File: config.mk
export PLATFORM = sky130hd
export DESIGN_NAME = fifo_rr_sched
export DESIGN_NICKNAME = d
export VERILOG_FILES = /design/src/rtl/fifo_rr_sched.sv
export SDC_FILE = /design/constraint.sdc
export NUM_CORES = 1
export LEC_CHECK = 0
export BUFFER_PORTS_ARGS = -buffer_cell sky130_fd_sc_hd__buf_2
export CORE_UTILIZATION = 30
export CTS_BUF_LIST = sky130_fd_sc_hd__clkbuf_16
export CTS_CLUSTER_DIAMETER = 100
export CTS_CLUSTER_SIZE = 16
export DETAILED_ROUTE_END_ITERATION = 10
export HOLD_SLACK_MARGIN = 0.05
export PLACE_DENSITY = 0.58
export SLEW_MARGIN = 20
export SYNTH_ARGS = -nofsm -noshare
export SYNTH_HDL_FRONTEND = slang
export SYNTH_SLANG_ARGS = --single-unit
File: constraint.sdc
create_clock -name iClk -period 4.5 [get_ports iClk]
set_input_delay 0.225 -clock iClk [delete_from_list [all_inputs] [get_ports iClk]]
set_output_delay 0.225 -clock iClk [all_outputs]
set_load 0.005 [all_outputs]
File: src/rtl/fifo_rr_sched.sv
// fifo_rr_sched: round-robin read scheduler that drains NUM_Q fifo_sync queues into one tagged valid/ready stream with burst-limited fairness.
module fifo_rr_sched #(
  parameter int NUM_Q    = 4,
  parameter int BITWIDTH = 8,
  parameter int BURST    = 4,
  parameter int QIDW     = $clog2(NUM_Q)
) (
  input  logic                      iClk,
  input  logic                      iRstN,
  input  logic                      iClr,
  input  logic [NUM_Q-1:0]          iQEmpty,
  input  logic [NUM_Q*BITWIDTH-1:0] iQData,
  output logic [NUM_Q-1:0]          oQEnR,
  output logic                      oValid,
  output logic [BITWIDTH-1:0]       oData,
  output logic [QIDW-1:0]           oQid,
  input  logic                      iReady
);
  localparam int BCW = $clog2(BURST + 1);
  logic [QIDW-1:0] cur, iq, gsel, idx, q0, q1;
  logic [BCW-1:0] burst;
  logic [1:0] occ;
  logic infl, pop, credit, any, use_cur, grant;
  logic [BITWIDTH-1:0] d0, d1, wd;
  logic [BITWIDTH-1:0] qd [NUM_Q];
  genvar k;
  generate
    for (k = 0; k < NUM_Q; k++) begin : g_unpack
      assign qd[k] = iQData[k*BITWIDTH +: BITWIDTH];
    end
  endgenerate
  assign wd = qd[iq];
  assign pop = oValid & iReady;
  assign credit = ({1'b0, occ} + {2'b0, infl}) < (3'd2 + {2'b0, pop});
  assign any = ~&iQEmpty;
  assign use_cur = !iQEmpty[cur] && burst < BCW'(BURST);
  assign grant = iRstN && !iClr && credit && any;
  // Descending scan so the nearest non-empty queue after cur wins; cur itself is last.
  always_comb begin
    gsel = cur;
    idx = '0;
    for (int i = NUM_Q; i >= 1; i--) begin
      idx = QIDW'((int'(cur) + i) % NUM_Q);
      if (!iQEmpty[idx]) gsel = idx;
    end
    if (use_cur) gsel = cur;
  end
  assign oQEnR = grant ? (NUM_Q'(1) << gsel) : '0;
  assign oValid = occ != 2'd0;
  assign oData = oValid ? d0 : '0;
  assign oQid = oValid ? q0 : '0;
  always_ff @(posedge iClk or negedge iRstN) begin
    if (!iRstN) begin
      cur <= '0;
      burst <= '0;
      infl <= 1'b0;
      iq <= '0;
      occ <= '0;
      d0 <= '0;
      d1 <= '0;
      q0 <= '0;
      q1 <= '0;
    end else if (iClr) begin
      cur <= '0;
      burst <= '0;
      infl <= 1'b0;
      occ <= '0;
    end else begin
      infl <= grant;
      if (grant) begin
        iq <= gsel;
        if (use_cur) burst <= burst + BCW'(1);
        else begin
          cur <= gsel;
          burst <= BCW'(1);
        end
      end
      occ <= occ + 2'(infl) - 2'(pop);
      if (pop) begin
        d0 <= d1;
        q0 <= q1;
      end
      // Push slot is the post-pop tail; a later write to d0 overrides the shift.
      if (infl) begin
        if (occ - 2'(pop) == 2'd0) begin
          d0 <= wd;
          q0 <= iq;
        end else begin
          d1 <= wd;
          q1 <= iq;
        end
      end
    end
  end
endmodule

==> results.ini, run 1 <==
[grt]
grtUsageTotal_pct = 13.38
grt_pass1_vias = 1354
grt_pass1_wl_um = 6499
grt_busiest_layer = met2
overflow = 0
met1_usage_pct = 19.17
grtUsageMet2_pct = 19.31
antenna_found_initial = 0
grt_max_degree = 32
grt.met3_usage_pct = 2.971

[setup_path]
path_cells = dlygate4sd3_1 -> buf_2 -> and4_4 -> nand2_1 -> nor2b_1 -> buf_2
reg2regPathDepth = 6
critPathBufInv = 3
cp_num_cells = 6
cpPeakStageDelay_ns = 0.54
cp_data_required_time_ns = 4.28
critPathLaunchType = input port
cp.arrival_ns = 2.09
path_max_fanout = 31
cp_slowest_cell = buf_2
critPathKind = input port to output port
critPathTopFamily = buffers and inverters
cpMostUsedCell = buf_2
cp-end-kind = output port

[sta]
fin_tns_setup_ns = 0
finalSetupViolations = 0
period_share_pct = 51.42
maxSlewHeadroom_pct = 53.05
slew_violations = 0
finalCriticalPeriod_ns = 2.314
hold_viol = 0
max_freq_ghz = 0.4322
tightest_slew_ns = 0.7004
grt_setup_unrepaired = no
clock_skew_ns = 0.003681

[clock_tree]
cts_root_buf = clkbuf_16
cts_inserted_buffers = 5
clk_path_buf_depth = 2
cts_tree = done
insertion_delay_ns = 0.27
post-cts-setup-buffer-count = 0
htreeDepth = 2
clkTransAtPathRegs_ns = 0.05
clock_sinks = 30

[drt]
wl_per_cell_um = 13.35
drt-pass1-iter-count = 4
drtIter0Drc = 91
drc = 0
ant_nets = 0
num_vias = 1447
vias_per_cell = 4.973
wl_um = 3886

[finish]
area_growth_syn_to_layout_pct = 25.54
antenna_cells_inserted = 0
fill_cells = 542
layout.nets = 263
drive_gt1_share_pct = 40.18

[floorplanning]
io_pins = 55
core-area_um2 = 5642
fp.dieW_um = 79.42
dieArea_um2 = 6307
die_h_um = 79.42
start_util_pct = 31.87
placementRows = 27

[logic_synthesis]
synth_nets = 210
synth-main-ff-cell = dfrtp_1
yosys_warnings = 0
ys_seq_area_share_pct = 41.75
syn_area_um2 = 1798
ys_async_sr_fraction_pct = 100.0
yosysTopAreaCell = dfrtp_1
syn_area_per_cell_um2 = 10.90
ys_top_cells_by_area = dfrtp_1, mux4_2, mux2_2, nor2b_1, a22oi_1
synth_edf_count = 0
ys_seq_elements = 30
synth_top_area_share_pct = 41.75
netlist_instances = 165
synth_cell_types = 39

[placed_design]
gp_congestion = 0.7107
io_buffers = 54
dp_hpwl_um = 2868

[flow_run]
cap_violations = 0

[min_path]
worstHoldPathCells = 2
min_path_type = input port to flop

[status]
outcome = finished, final reports clean

[power_and_ir_drop]
finalPower_mw = 1.143
p_per_area_nw_per_um2 = 506.2
peakVddDrop_mv = 0.2692
p_leak_nw = 1.062

cells in the final DEF (no fill, tap or decap), drive strengths merged, types with 7 or more instances in the layout:
cell type	instances
mux2	12
buf	54
nor2	12
nor2b	14
mux4	9
inv	7
a22oi	10
dfrtp	30
o21ai	18
nand2	12
routing by layer:
layer  up-vias  part of all wire, %
met2        47                   45
met5         -                    0
li1        708                    -
met1       685                   49
met4         0                  1.7
met3         7                  4.1
path summary, 6_finish.rpt:
check,startpoint,endpoint,slack (ns)
worst min-delay path,iClr,occ[1],0.36
worst max register to register,occ[0],cur[0],2.67
worst max-delay path,iRstN,oQEnR[1],2.19
max in group asynchronous,iRstN,occ[1],3.54
min in group asynchronous,iRstN,d0[4],0.52
worst min register to register,d0[3],d0[3],0.47
where the power goes:
group,switching [mW],leakage [nW],internal [mW]
combinational,0.164,0.603,0.210
sequential,0.0931,0.386,0.367
clock,0.109,0.0724,0.199
registers in the layout, indices dropped and copies added, names as in the netlist:
| register | cells |
|---|---|
| d0 | 8 |
| iq | 2 |
| q1 | 2 |
| q0 | 2 |
| cur | 2 |
| occ | 2 |
| burst | 3 |
| d1 | 8 |
| infl | 1 |
cells in the mapped netlist, types with 2 or more instances:
| cell type | instances |
|---|---|
| a21oi_1 | 4 |
| a22oi_1 | 10 |
| a31oi_1 | 2 |
| buf_2 | 3 |
| clkbuf_1 | 4 |
| dfrtp_1 | 30 |
| ha_1 | 5 |
| inv_1 | 6 |
| mux2_2 | 10 |
| mux4_2 | 9 |
| nand2_1 | 12 |
| nand2b_1 | 4 |
| nand3_1 | 2 |
| nor2_1 | 11 |
| nor2b_1 | 14 |
| o21ai_0 | 3 |
| o21ai_1 | 12 |
| o21ai_2 | 3 |
logic make-up after synthesis:
group                      count (synthesis)  synth area share (%)
AOI/OAI and AO/OA                         44                 16.77
muxes                                     22                 19.55
and+or+nand+nor                           47                 13.50
adders and majority gates                  5                 3.479
xor gates and xnor gates                   2                0.9744
DFF                                       30                 41.75
buffers and inverters                     15                 3.966
layout make-up:
type | instances | area (um2) | area share (%)
Multi-Input combinational cell | 120 | 975.9 | 43.24
Inverter | 6 | 22.52 | 0.9978
Clock inverter | 3 | 12.51 | 0.5543
Tap cell | 72 | 90.09 | 3.991
Sequential cell | 30 | 750.7 | 33.26
Timing Repair Buffer | 55 | 280.3 | 12.42
Clock buffer | 5 | 125.1 | 5.543
stage by stage:
| step | std cells | utilization (%) | setup WS [ns] | area [um2] | hold slack [ns] |
|---|---|---|---|---|---|
| floorplan | 165 | - | 2.768 | 1798 | -0.07059 |
| global placement | 282 | 37.39 | 2.650 | 2110 | 0.3059 |
| detailed placement | 282 | 37.39 | 2.631 | 2110 | 0.3087 |
| CTS | 291 | 40.01 | 2.100 | 2257 | 0.3704 |
| global route | 291 | 40.01 | 1.939 | 2257 | 0.4049 |
| finish | 291 | 40.01 | 2.186 | 2257 | 0.3646 |
repair_timing:
item | CTS | global route
hold buffers | 1 | 0
resized for setup | 0 | 0
endpoints found under the hold margin | 30 | 0
setup endpoints to repair | 0 | 0
Power figures use the tool's default switching activity.
==> run 2: changes to the inputs <==
==> constraint.sdc (replaced) <==
create_clock -name iClk -period 2.3 [get_ports iClk]
set_input_delay 0.115 -clock iClk [delete_from_list [all_inputs] [get_ports iClk]]
set_output_delay 0.115 -clock iClk [all_outputs]
set_load 0.005 [all_outputs]
==> results.ini, run 2 (synthesis results as in run 1) <==
[status]
outcome = finished, final reports clean

[setup_path]
critPathLaunchType = flop
crit_start = occ[0]
crit_path_end = oQEnR[1]
cp-end-kind = output port
path_max_fanout = 12
r2r-end = d0[1]
cp_data_required_time_ns = 2.18
critPathKind = flop to output port
r2r_slack_ns = 0.39
rr_startpoint = occ[0]
cp.arrival_ns = 1.92
reg2regPathDepth = 5

[finish]
layout.nets = 264
most-common-layout-cells = buf_2, dfrtp_1, nor2b_1
top_regs = d0: 8 flops, d1: 8 flops, burst: 3 flops
area_growth_syn_to_layout_pct = 28.81
antenna_cells_inserted = 0
final_cells = 292
mostFrequentLayoutCell = buf_2
final_util_pct = 41.05
drive_gt1_share_pct = 40.91

[placed_design]
io_buffers = 54
dp_hpwl_um = 2933
dpl.cell_count = 283
gp_congestion = 0.7034
post-place-ws_ns = 0.3928

[drt]
wl_met2_um = 1801
route.top_layer_used = met4
drc = 0
wl_per_cell_um = 13.40
wl_met1_um = 1928
ant_nets = 0
wl_met3_um = 144
wl_um = 3912
drt-pass1-iter-count = 4
vias_per_cell = 4.966
drtIter0Drc = 68
num_vias = 1450

[sta]
setup_ws_ns = 0.2638
holdWs_ns = 0.2455
fin_tns_setup_ns = 0
max_freq_ghz = 0.4911
tightest_slew_ns = 0.7664
grt_setup_unrepaired = no
period_share_pct = 88.53
slew_violations = 0
clock_skew_ns = 0.003366
hold_viol = 0
finalCriticalPeriod_ns = 2.036
maxSlewHeadroom_pct = 48.63
finalSetupViolations = 0

[clock_tree]
post-cts-setup-buffer-count = 0
clock_sinks = 30
cts_inserted_buffers = 5
clk_path_buf_depth = 2
htreeDepth = 2
cts_root_buf = clkbuf_16
cts_resized = 0
insertion_delay_ns = 0.27
hold_buffers = 1
clkTransAtPathRegs_ns = 0.05
cts_tree = done

[floorplanning]
io_pins = 55
core-area_um2 = 5642
fp.dieW_um = 79.42
placementRows = 27
die_h_um = 79.42
dieArea_um2 = 6307
start_util_pct = 31.87

[power_and_ir_drop]
p_leak_nw = 1.086
peakVddDrop_mv = 0.6679
p_per_area_nw_per_um2 = 1062

[grt]
grt_pass1_vias = 1328
antenna_found_initial = 0
grtUsageTotal_pct = 13.54
grt_pass1_wl_um = 6561
overflow = 0
grt_max_degree = 31

[flow_run]
cap_violations = 0

[min_path]
min_path_type = input port to flop

run 2: changes by cell type in the layout (fill, tap and decap cells not counted), sizes merged:
cell and delta:
clkinv -1, inv -1, buf +1, bufinv +2
run 2: area by class of cell:
type / instances / area (um2)
fillers: 551 / 3326
well taps: 72 / 90.09
repair buffers: 56 / 287.8
inverters: 6 / 22.52
clock buffers: 5 / 125.1
clock inverters: 3 / 63.81
flip-flops and latches: 30 / 750.7
multi-input cells: 120 / 975.9
run 2: worst min-delay path by stage:
stage	end	slack, ns	cells after the start	start
finish	occ[1]	0.25	2	iClr
global route	occ[1]	0.28	2	iClr
CTS	occ[1]	0.24	2	iClr
detailed placement	d1[3]	0.21	2	iRstN
global placement	d0[4]	0.22	2	iRstN
floorplan	burst[0]	-0.18	0	iRstN
run 2: through the flow:
| step | power (mW) | cell area (um2) |
|---|---|---|
| final | 2.460 | 2316 |
| after CTS | 2.496 | 2316 |
| after detailed placement | 1.652 | 2117 |
| after global routing | 2.637 | 2316 |
| after global placement | 1.653 | 2117 |
| after floorplan | 1.426 | 1798 |
run 2: critical path, stage by stage (launching register included):
cell and delay [ns]:
dfrtp_1 0.42, ha_1 0.22, ha_1 0.26, o21ai_1 0.08, and4_4 0.33, nand2_1 0.11
nor2b_1 0.12, buf_2 0.11
run 2: metal layers:
metal	vias up	track usage, %
met3	2	2.857
met4	0	5.455
met5	-	0
met2	36	19.83
met1	693	19.35
li1	719	-
run 2: where the power goes:
group | leakage [nW] | internal, mW | switching [mW]
combinational | 0.608 | 0.411 | 0.321
clock | 0.0915 | 0.616 | 0.215
sequential | 0.386 | 0.719 | 0.177
